`config.mk`:
```
export PLATFORM = sky130hd
export DESIGN_NAME = mips32_bus_core
export DESIGN_NICKNAME = d
export VERILOG_FILES = /design/src/rtl/mips32_bus_core.sv
export SDC_FILE = /design/constraint.sdc
export NUM_CORES = 2
export LEC_CHECK = 0
export CORE_MARGIN = 2
export CORE_UTILIZATION = 25
export CTS_CLUSTER_DIAMETER = 60
export CTS_CLUSTER_SIZE = 40
export DETAILED_ROUTE_END_ITERATION = 10
export GPL_TIMING_DRIVEN = 0
export SKIP_LAST_GASP = 1
export SLEW_MARGIN = 25
export SYNTH_ARGS = -nofsm -noshare
export SYNTH_HDL_FRONTEND = slang
export SYNTH_SLANG_ARGS = --single-unit
```
`constraint.sdc`:
```
create_clock -name clk -period 4.54 [get_ports clk]
set_input_delay 0.908 -clock clk [delete_from_list [all_inputs] [get_ports clk]]
set_output_delay 0.908 -clock clk [all_outputs]
set_load 0.01 [all_outputs]
```
`src/rtl/mips32_bus_core.sv`:
```
// Multicycle MIPS32 integer core with one Avalon-MM-style master port shared by fetch and data.
// Define BYTE_HALF_ACCESS_EN to add LB/LBU/LH/LHU/SB/SH; otherwise those opcodes are NOPs.
module mips32_bus_core #(
  parameter logic [31:0] RESET_VECTOR = 32'hBFC00000
) (
  input  logic        clk,
  input  logic        reset,
  output logic        active,
  output logic [31:0] address,
  output logic        write,
  output logic        read,
  input  logic        waitrequest,
  output logic [31:0] writedata,
  output logic [3:0]  byteenable,
  input  logic [31:0] readdata,
  output logic [31:0] register_v0
);

  typedef enum logic [2:0] {StFetch, StDecode, StExec, StMem, StWb, StHalt} state_e;

  state_e      state_q;
  logic [31:0] regs [32];
  logic [31:0] pc_q, npc_q, ir_q, a_q, b_q, res_q, tgt_q;
  logic [4:0]  dst_q;
  logic        wen_q, taken_q, ld_sign_q;
  logic [1:0]  ld_size_q, lane_q;

  logic [5:0]  op, funct;
  logic [4:0]  rs, rt, rd, shamt;
  logic [31:0] sext, zext, ea, pc4;

  assign op    = ir_q[31:26];
  assign rs    = ir_q[25:21];
  assign rt    = ir_q[20:16];
  assign rd    = ir_q[15:11];
  assign shamt = ir_q[10:6];
  assign funct = ir_q[5:0];
  assign sext  = {{16{ir_q[15]}}, ir_q[15:0]};
  assign zext  = {16'h0, ir_q[15:0]};
  assign ea    = a_q + sext;
  assign pc4   = pc_q + 32'd4;

  assign register_v0 = regs[2];

  // Execute-stage decode: ALU result, writeback target, control flow and memory request.
  logic [31:0] alu, tgt, st_data;
  logic [4:0]  dst;
  logic        wen, taken, is_ld, is_st, ld_sign;
  logic [1:0]  ld_size;
  logic [3:0]  be;

  always_comb begin
    alu     = '0;
    tgt     = '0;
    st_data = b_q;
    dst     = rt;
    wen     = 1'b0;
    taken   = 1'b0;
    is_ld   = 1'b0;
    is_st   = 1'b0;
    ld_sign = 1'b0;
    ld_size = 2'd2;
    be      = 4'hF;
    case (op)
      6'h00: begin
        dst = rd;
        wen = 1'b1;
        case (funct)
          6'h21: alu = a_q + b_q;
          6'h23: alu = a_q - b_q;
          6'h24: alu = a_q & b_q;
          6'h25: alu = a_q | b_q;
          6'h26: alu = a_q ^ b_q;
          6'h2A: alu = {31'b0, $signed(a_q) < $signed(b_q)};
          6'h2B: alu = {31'b0, a_q < b_q};
          6'h00: alu = b_q << shamt;
          6'h02: alu = b_q >> shamt;
          6'h03: alu = $signed(b_q) >>> shamt;
          6'h08: begin
            wen   = 1'b0;
            taken = 1'b1;
            tgt   = a_q;
          end
          6'h09: begin
            taken = 1'b1;
            tgt   = a_q;
            alu   = pc_q + 32'd8;
          end
          default: wen = 1'b0;
        endcase
      end
      6'h09: begin alu = a_q + sext; wen = 1'b1; end
      6'h0A: begin alu = {31'b0, $signed(a_q) < $signed(sext)}; wen = 1'b1; end
      6'h0B: begin alu = {31'b0, a_q < sext}; wen = 1'b1; end
      6'h0C: begin alu = a_q & zext; wen = 1'b1; end
      6'h0D: begin alu = a_q | zext; wen = 1'b1; end
      6'h0E: begin alu = a_q ^ zext; wen = 1'b1; end
      6'h0F: begin alu = {ir_q[15:0], 16'h0}; wen = 1'b1; end
      6'h04: begin taken = (a_q == b_q); tgt = pc4 + (sext << 2); end
      6'h05: begin taken = (a_q != b_q); tgt = pc4 + (sext << 2); end
      6'h06: begin taken = ($signed(a_q) <= 32'sd0); tgt = pc4 + (sext << 2); end
      6'h07: begin taken = ($signed(a_q) > 32'sd0); tgt = pc4 + (sext << 2); end
      6'h02: begin taken = 1'b1; tgt = {pc4[31:28], ir_q[25:0], 2'b00}; end
      6'h03: begin
        taken = 1'b1;
        tgt   = {pc4[31:28], ir_q[25:0], 2'b00};
        alu   = pc_q + 32'd8;
        dst   = 5'd31;
        wen   = 1'b1;
      end
      6'h23: begin is_ld = 1'b1; wen = 1'b1; end
      6'h2B: is_st = 1'b1;
`ifdef BYTE_HALF_ACCESS_EN
      6'h20, 6'h24: begin
        is_ld   = 1'b1;
        wen     = 1'b1;
        ld_size = 2'd0;
        ld_sign = (op == 6'h20);
        be      = 4'b0001 << ea[1:0];
      end
      6'h21, 6'h25: begin
        // Misaligned halfword: no bus access, no writeback.
        if (!ea[0]) begin
          is_ld   = 1'b1;
          wen     = 1'b1;
          ld_size = 2'd1;
          ld_sign = (op == 6'h21);
          be      = 4'b0011 << ea[1:0];
        end
      end
      6'h28: begin
        is_st   = 1'b1;
        be      = 4'b0001 << ea[1:0];
        st_data = {4{b_q[7:0]}};
      end
      6'h29: begin
        if (!ea[0]) begin
          is_st   = 1'b1;
          be      = 4'b0011 << ea[1:0];
          st_data = {2{b_q[15:0]}};
        end
      end
`endif
      default: ;
    endcase
  end

  // Load lane extraction; for word loads this is readdata unchanged.
  logic [31:0] lane_data, ld_val;

  always_comb begin
    lane_data = readdata >> {lane_q, 3'b000};
    case (ld_size_q)
      2'd0:    ld_val = ld_sign_q ? {{24{lane_data[7]}}, lane_data[7:0]}
                                  : {24'h0, lane_data[7:0]};
      2'd1:    ld_val = ld_sign_q ? {{16{lane_data[15]}}, lane_data[15:0]}
                                  : {16'h0, lane_data[15:0]};
      default: ld_val = readdata;
    endcase
  end

  always_ff @(posedge clk or negedge reset) begin
    if (!reset) begin
      state_q    <= StFetch;
      pc_q       <= RESET_VECTOR;
      npc_q      <= RESET_VECTOR + 32'd4;
      ir_q       <= '0;
      a_q        <= '0;
      b_q        <= '0;
      res_q      <= '0;
      tgt_q      <= '0;
      dst_q      <= '0;
      wen_q      <= 1'b0;
      taken_q    <= 1'b0;
      ld_sign_q  <= 1'b0;
      ld_size_q  <= 2'd2;
      lane_q     <= '0;
      active     <= 1'b1;
      address    <= RESET_VECTOR;
      read       <= 1'b0;
      write      <= 1'b0;
      writedata  <= '0;
      byteenable <= '0;
      for (int i = 0; i < 32; i++) regs[i] <= '0;
    end else begin
      unique case (state_q)
        StFetch: begin
          if (!read) begin
            // Only reached straight out of reset; WB normally pre-arms the fetch.
            read       <= 1'b1;
            address    <= pc_q;
            byteenable <= 4'hF;
          end else if (!waitrequest) begin
            ir_q       <= readdata;
            read       <= 1'b0;
            byteenable <= '0;
            state_q    <= StDecode;
          end
        end
        StDecode: begin
          a_q     <= regs[rs];
          b_q     <= regs[rt];
          state_q <= StExec;
        end
        StExec: begin
          res_q     <= alu;
          dst_q     <= dst;
          wen_q     <= wen;
          taken_q   <= taken;
          tgt_q     <= tgt;
          ld_size_q <= ld_size;
          ld_sign_q <= ld_sign;
          lane_q    <= ea[1:0];
          if (is_ld || is_st) begin
            address    <= {ea[31:2], 2'b00};
            read       <= is_ld;
            write      <= is_st;
            byteenable <= be;
            writedata  <= st_data;
            state_q    <= StMem;
          end else begin
            state_q <= StWb;
          end
        end
        StMem: begin
          if (!waitrequest) begin
            if (read) res_q <= ld_val;
            read       <= 1'b0;
            write      <= 1'b0;
            byteenable <= '0;
            state_q    <= StWb;
          end
        end
        StWb: begin
          if (wen_q && dst_q != 5'd0) regs[dst_q] <= res_q;
          pc_q  <= npc_q;
          npc_q <= taken_q ? tgt_q : npc_q + 32'd4;
          if (npc_q == 32'h0) begin
            active  <= 1'b0;
            state_q <= StHalt;
          end else begin
            read       <= 1'b1;
            address    <= npc_q;
            byteenable <= 4'hF;
            state_q    <= StFetch;
          end
        end
        StHalt: ;
        default: state_q <= StHalt;
      endcase
    end
  end

endmodule

```
==> impl_summary.md <==
Clock tree
The clock tree synthesis step divided the H-tree into 3 levels. The tree is rooted in a clkbuf_16. After clock tree synthesis, the clock-pin slew on the worst setup and hold paths is approximately 110 ps. In this run, CTS created clock tree buffers numbering ~100. The maximum buffer depth of the clock tree is 3.

TritonCTS built the clock tree. The post-cts hold buffer count is 0. CTS saw between 1000 and 1500 sinks.

Clock latency on the worst-skew pair, taken at its later pin, is between 800 and 900 ps.

Global routing
The via count of the first global-routing pass is around 65000. The first global-routing pass estimated 514.4 mm of wire. The total grt overflow is 0.

Global routing used roughly 22% of the available tracks. The initial antenna violation count came to 19. Entering global routing, the biggest net connects roughly 150 pins.

Status
The run finished, with violations left. The checks that failed: setup timing.

Floorplan
The placeable core region is about 330000 um^2. The initial utilization of the core area, before any placement, comes to ~25%. The floorplan has 210 rows. From left edge to right edge, the die measures between 500 and 600 um. The die footprint is 331900 um^2. In this run the vertical extent of the chip is slightly below 600 um. The I/O pin total is about 140.

Synth
The post-synthesis cell area is ~82000 um^2. The fraction of synthesized cell area taken by the top area cell type is 39.76%. Ranked by total cell area, the synthesized netlist is headed by dfrtp_1 (40%), mux4_2 (19%), mux2_2 (14%), ha_1 (3.3%), nand2_1 (2.1%). The synthesized design contains 0 enable-type register cells. The cell taking the most area after synthesis is dfrtp_1. The post-synthesis net count is around 7000. The count of distinct cell types in the synthesized netlist is 90. The register bit count reported by yosys is ~1300.

Among all flip-flop cells after synthesis, the most frequent one is dfrtp_1. Of the synthesized area, sequential elements account for about 41%. By count the netlist is led by dfrtp_1 (1300), mux2_2 (1033), mux4_2 (701), nand2_1 (456), clkbuf_1 (433). The mean instance size in the synthesized netlist is 12.18 um^2. The most instantiated library cell after synthesis is dfrtp_1. The cell count after synthesis came out at between 6000 and 7000. The share of flip-flops with an asynchronous set or reset after synthesis is between 90% and 100%. During synthesis, Yosys emitted a total of 0 warnings.

Placement
The placed instances occupy a cell area of ~89000 um^2. The HPWL after detailed placement is about 280 mm. The count of buffers added on input and output ports is between 100 and 150.

Routability-driven placement finished with a final weighted congestion of 1.052. Before CTS, the worst setup slack after placement is -1707 ps. The total placed cells including tap cells is between 10000 and 15000.

Setup path
The type of the setup path with the least slack is reg2reg. In this run the worst path has a maximum fanout of 9. The startpoint identified for the worst register-to-register timing path is a_q[12]. STA classifies the critical path endpoint as a flop.

Following the worst setup path forward leads to its endpoint at res_q[30]. The number of cells on the worst reg-to-reg path is 13. Setup slack on the worst reg-to-reg path comes out at -160 ps. The critical path data arrival time is 5330 ps.

The start point of the critical path is a_q[12]. Traced cell by cell, the critical path runs through inv_1, ha_1, buf_2, or3_4, or4_4, nor3_2, o21ai_1, o211a_2, o41ai_4, a31oi_1, nor4_2, mux2i_2, a21oi_1. The worst register-to-register path ends at res_q[30]. The slowest stage of the critical path is the dfrtp_1 cell. The maximum cell stage delay along the critical path is around 900 ps. The data required time of the critical path is between 5000 and 6000 ps.

The worst setup path is launched from a flop.

Finish
Cells with a size suffix above 1 make up roughly 33% of the layout. The number of fillers in the final layout is around 33000. From synthesis to final layout, the design area changed by 14.82%. For this run, the post-layout net count is between 7000 and 8000. The post-layout instance count excluding filler cells is 11434. The utilization after layout is approximately 29%. The summed area of non-filler cells in the final layout is around 94000 um^2.

STA
The final hold violation count was 0. Final hold analysis gives a worst-case slack of between 30 and 40 ps. The highest attainable clock frequency is roughly 210 MHz. The final critical path time including I/O delays and setup is ~4700 ps. After layout, the worst path uses 103.5% of the clock period.

The setup slack after layout is -160.5 ps. The final-report setup violation count is 8. Measured against its own limit, the worst slew margin works out to between 15 and 20%.

The clock arrives with just over 70 ps of skew. The number of pins with negative max-slew slack in the final report came to 0. At the pin with the least slew margin, the transition time is roughly 1200 ps. Setup repair after global routing could not meet its margin everywhere.

Routing
The DRC violation count after routing is 0. After detailed routing, the number of vias per cell comes to between 5 and 6. Dividing the detail-routed wire length by the instance count gives 32.48 um. The first routing iteration left roughly 8600 violations. The number of routed nets with antenna violations is 0. The pre-antenna-repair detailed-routing pass consisted of 7 iterations.

The via count of the routed design is between 60000 and 70000. The total detailed-routing wirelength is between 300 and 400 mm.

Job
The tool flagged a number of max-cap violations equal to 0.

Power
Summed over all cells, the static leakage comes to 39.49 nW. The power per unit of standard cell area is between 200 and 250 nW/um^2. The peak supply drop is approximately 310 uV.

Hold path
The path class of the lowest-slack min-delay path is in2async.
## worst min-delay path by stage
stage          cells past startpoint        from    endpoint
4_1_cts                            1       reset   regs[306]
3_5_place_dp                       1   regs[994]   regs[994]
5_1_grt                            1       reset   regs[371]
3_3_place_gp                       1  regs[1002]  regs[1002]
2_1_floorplan                      1  regs[1000]  regs[1000]
6_report                           1       reset   regs[306]
## layout make-up
type	instances	area (um^2)	share of cell area (%)
clock inverters	80	1257	1.338
flip-flops and latches	1329	33390	35.54
well taps	4346	5438	5.788
repair buffers	175	1916	2.039
multi-input cells	4564	45760	48.70
plain buffers	664	2918	3.106
diodes	9	22.52	0.02397
inverters	154	583.1	0.6206
clock buffers	113	2676	2.849
## logic make-up after synthesis
group | count (synthesis) | synth area share (%)
AO/OA/AOI/OAI | 1126 | 8.700
XOR/XNOR | 136 | 1.456
adder cells (fa/ha/maj) | 218 | 3.370
buffers and inverters | 825 | 4.024
flip-flops | 1329 | 40.69
multiplexers | 1872 | 35.20
AND/OR/NAND/NOR | 1212 | 6.566
## sequential cells by signal, summed over array words and instances, names as in the netlist, 3 cells and up
signal,cells
a_q,32
address,32
b_q,32
byteenable,4
dst_q,5
ir_q,32
npc_q,32
pc_q,32
register_v0,32
regs,992
res_q,32
state_q,3
tgt_q,32
writedata,32
## through the flow
stage / TNS [ps] / total power [mW]
6_report: -455.3 / 22.77
5_1_grt: -124.9 / 23.36
4_1_cts: -73.08 / 22.91
3_5_place_dp: -52270 / 12.43
3_3_place_gp: - / 12.41
2_1_floorplan: 0 / 12.07
## metal layers
| layer | up-vias | wire, um | track usage (%) |
|---|---|---|---|
| met2 | 4073 | 156800 | 31.79 |
| li1 | 25850 | - | - |
| met1 | 34206 | 142700 | 27.85 |
| met4 | 10 | 28090 | 13.71 |
| met5 | - | 58 | 0.2439 |
| met3 | 988 | 43740 | 7.103 |
## critical path: cells and delay by family (launching register included)
kind	cells	cell delay [ps]
AOI/OAI and AO/OA	5	910
adders and majority gates	1	350
buffers and inverters	2	440
DFF	1	890
muxes	1	480
and+or+nand+nor	4	1450
## layout by cell type, fill, tap and decap left out, drive strengths merged, types with 33 or more instances in the layout
master	n
mux2i	138
a22oi	46
clkbuf	549
nor4	41
a21oi	332
a211oi	33
nor2	390
inv	192
a221oi	43
xor2	45
a31oi	38
nand4	33
buf	266
o22ai	60
clkdlybuf4s50	136
nor3	76
mux4	701
clkinv	33
and3	34
o21ai	300
ha	214
a21o	41
mux2	1033
dfrtp	1300
nand2	456
nand3	71
xnor2	91
## report_power, final
part           switching [mW]  leakage (nW)  total [mW]  internal (mW)
registers                   0          18.3        11.8           11.8
clock network            5.51          1.89        10.6           5.07
logic                   0.296          19.3       0.350         0.0538
total                    5.81          39.5        22.8           17.0
## timing repair
action                     4_1_cts  5_1_grt
setup buffers                   11        8
setup endpoints to repair       73       81
pin swaps                        8       10
resized for setup              115       70
cloned                           0        0
No activity file was read; power rests on OpenSTA's default activity.
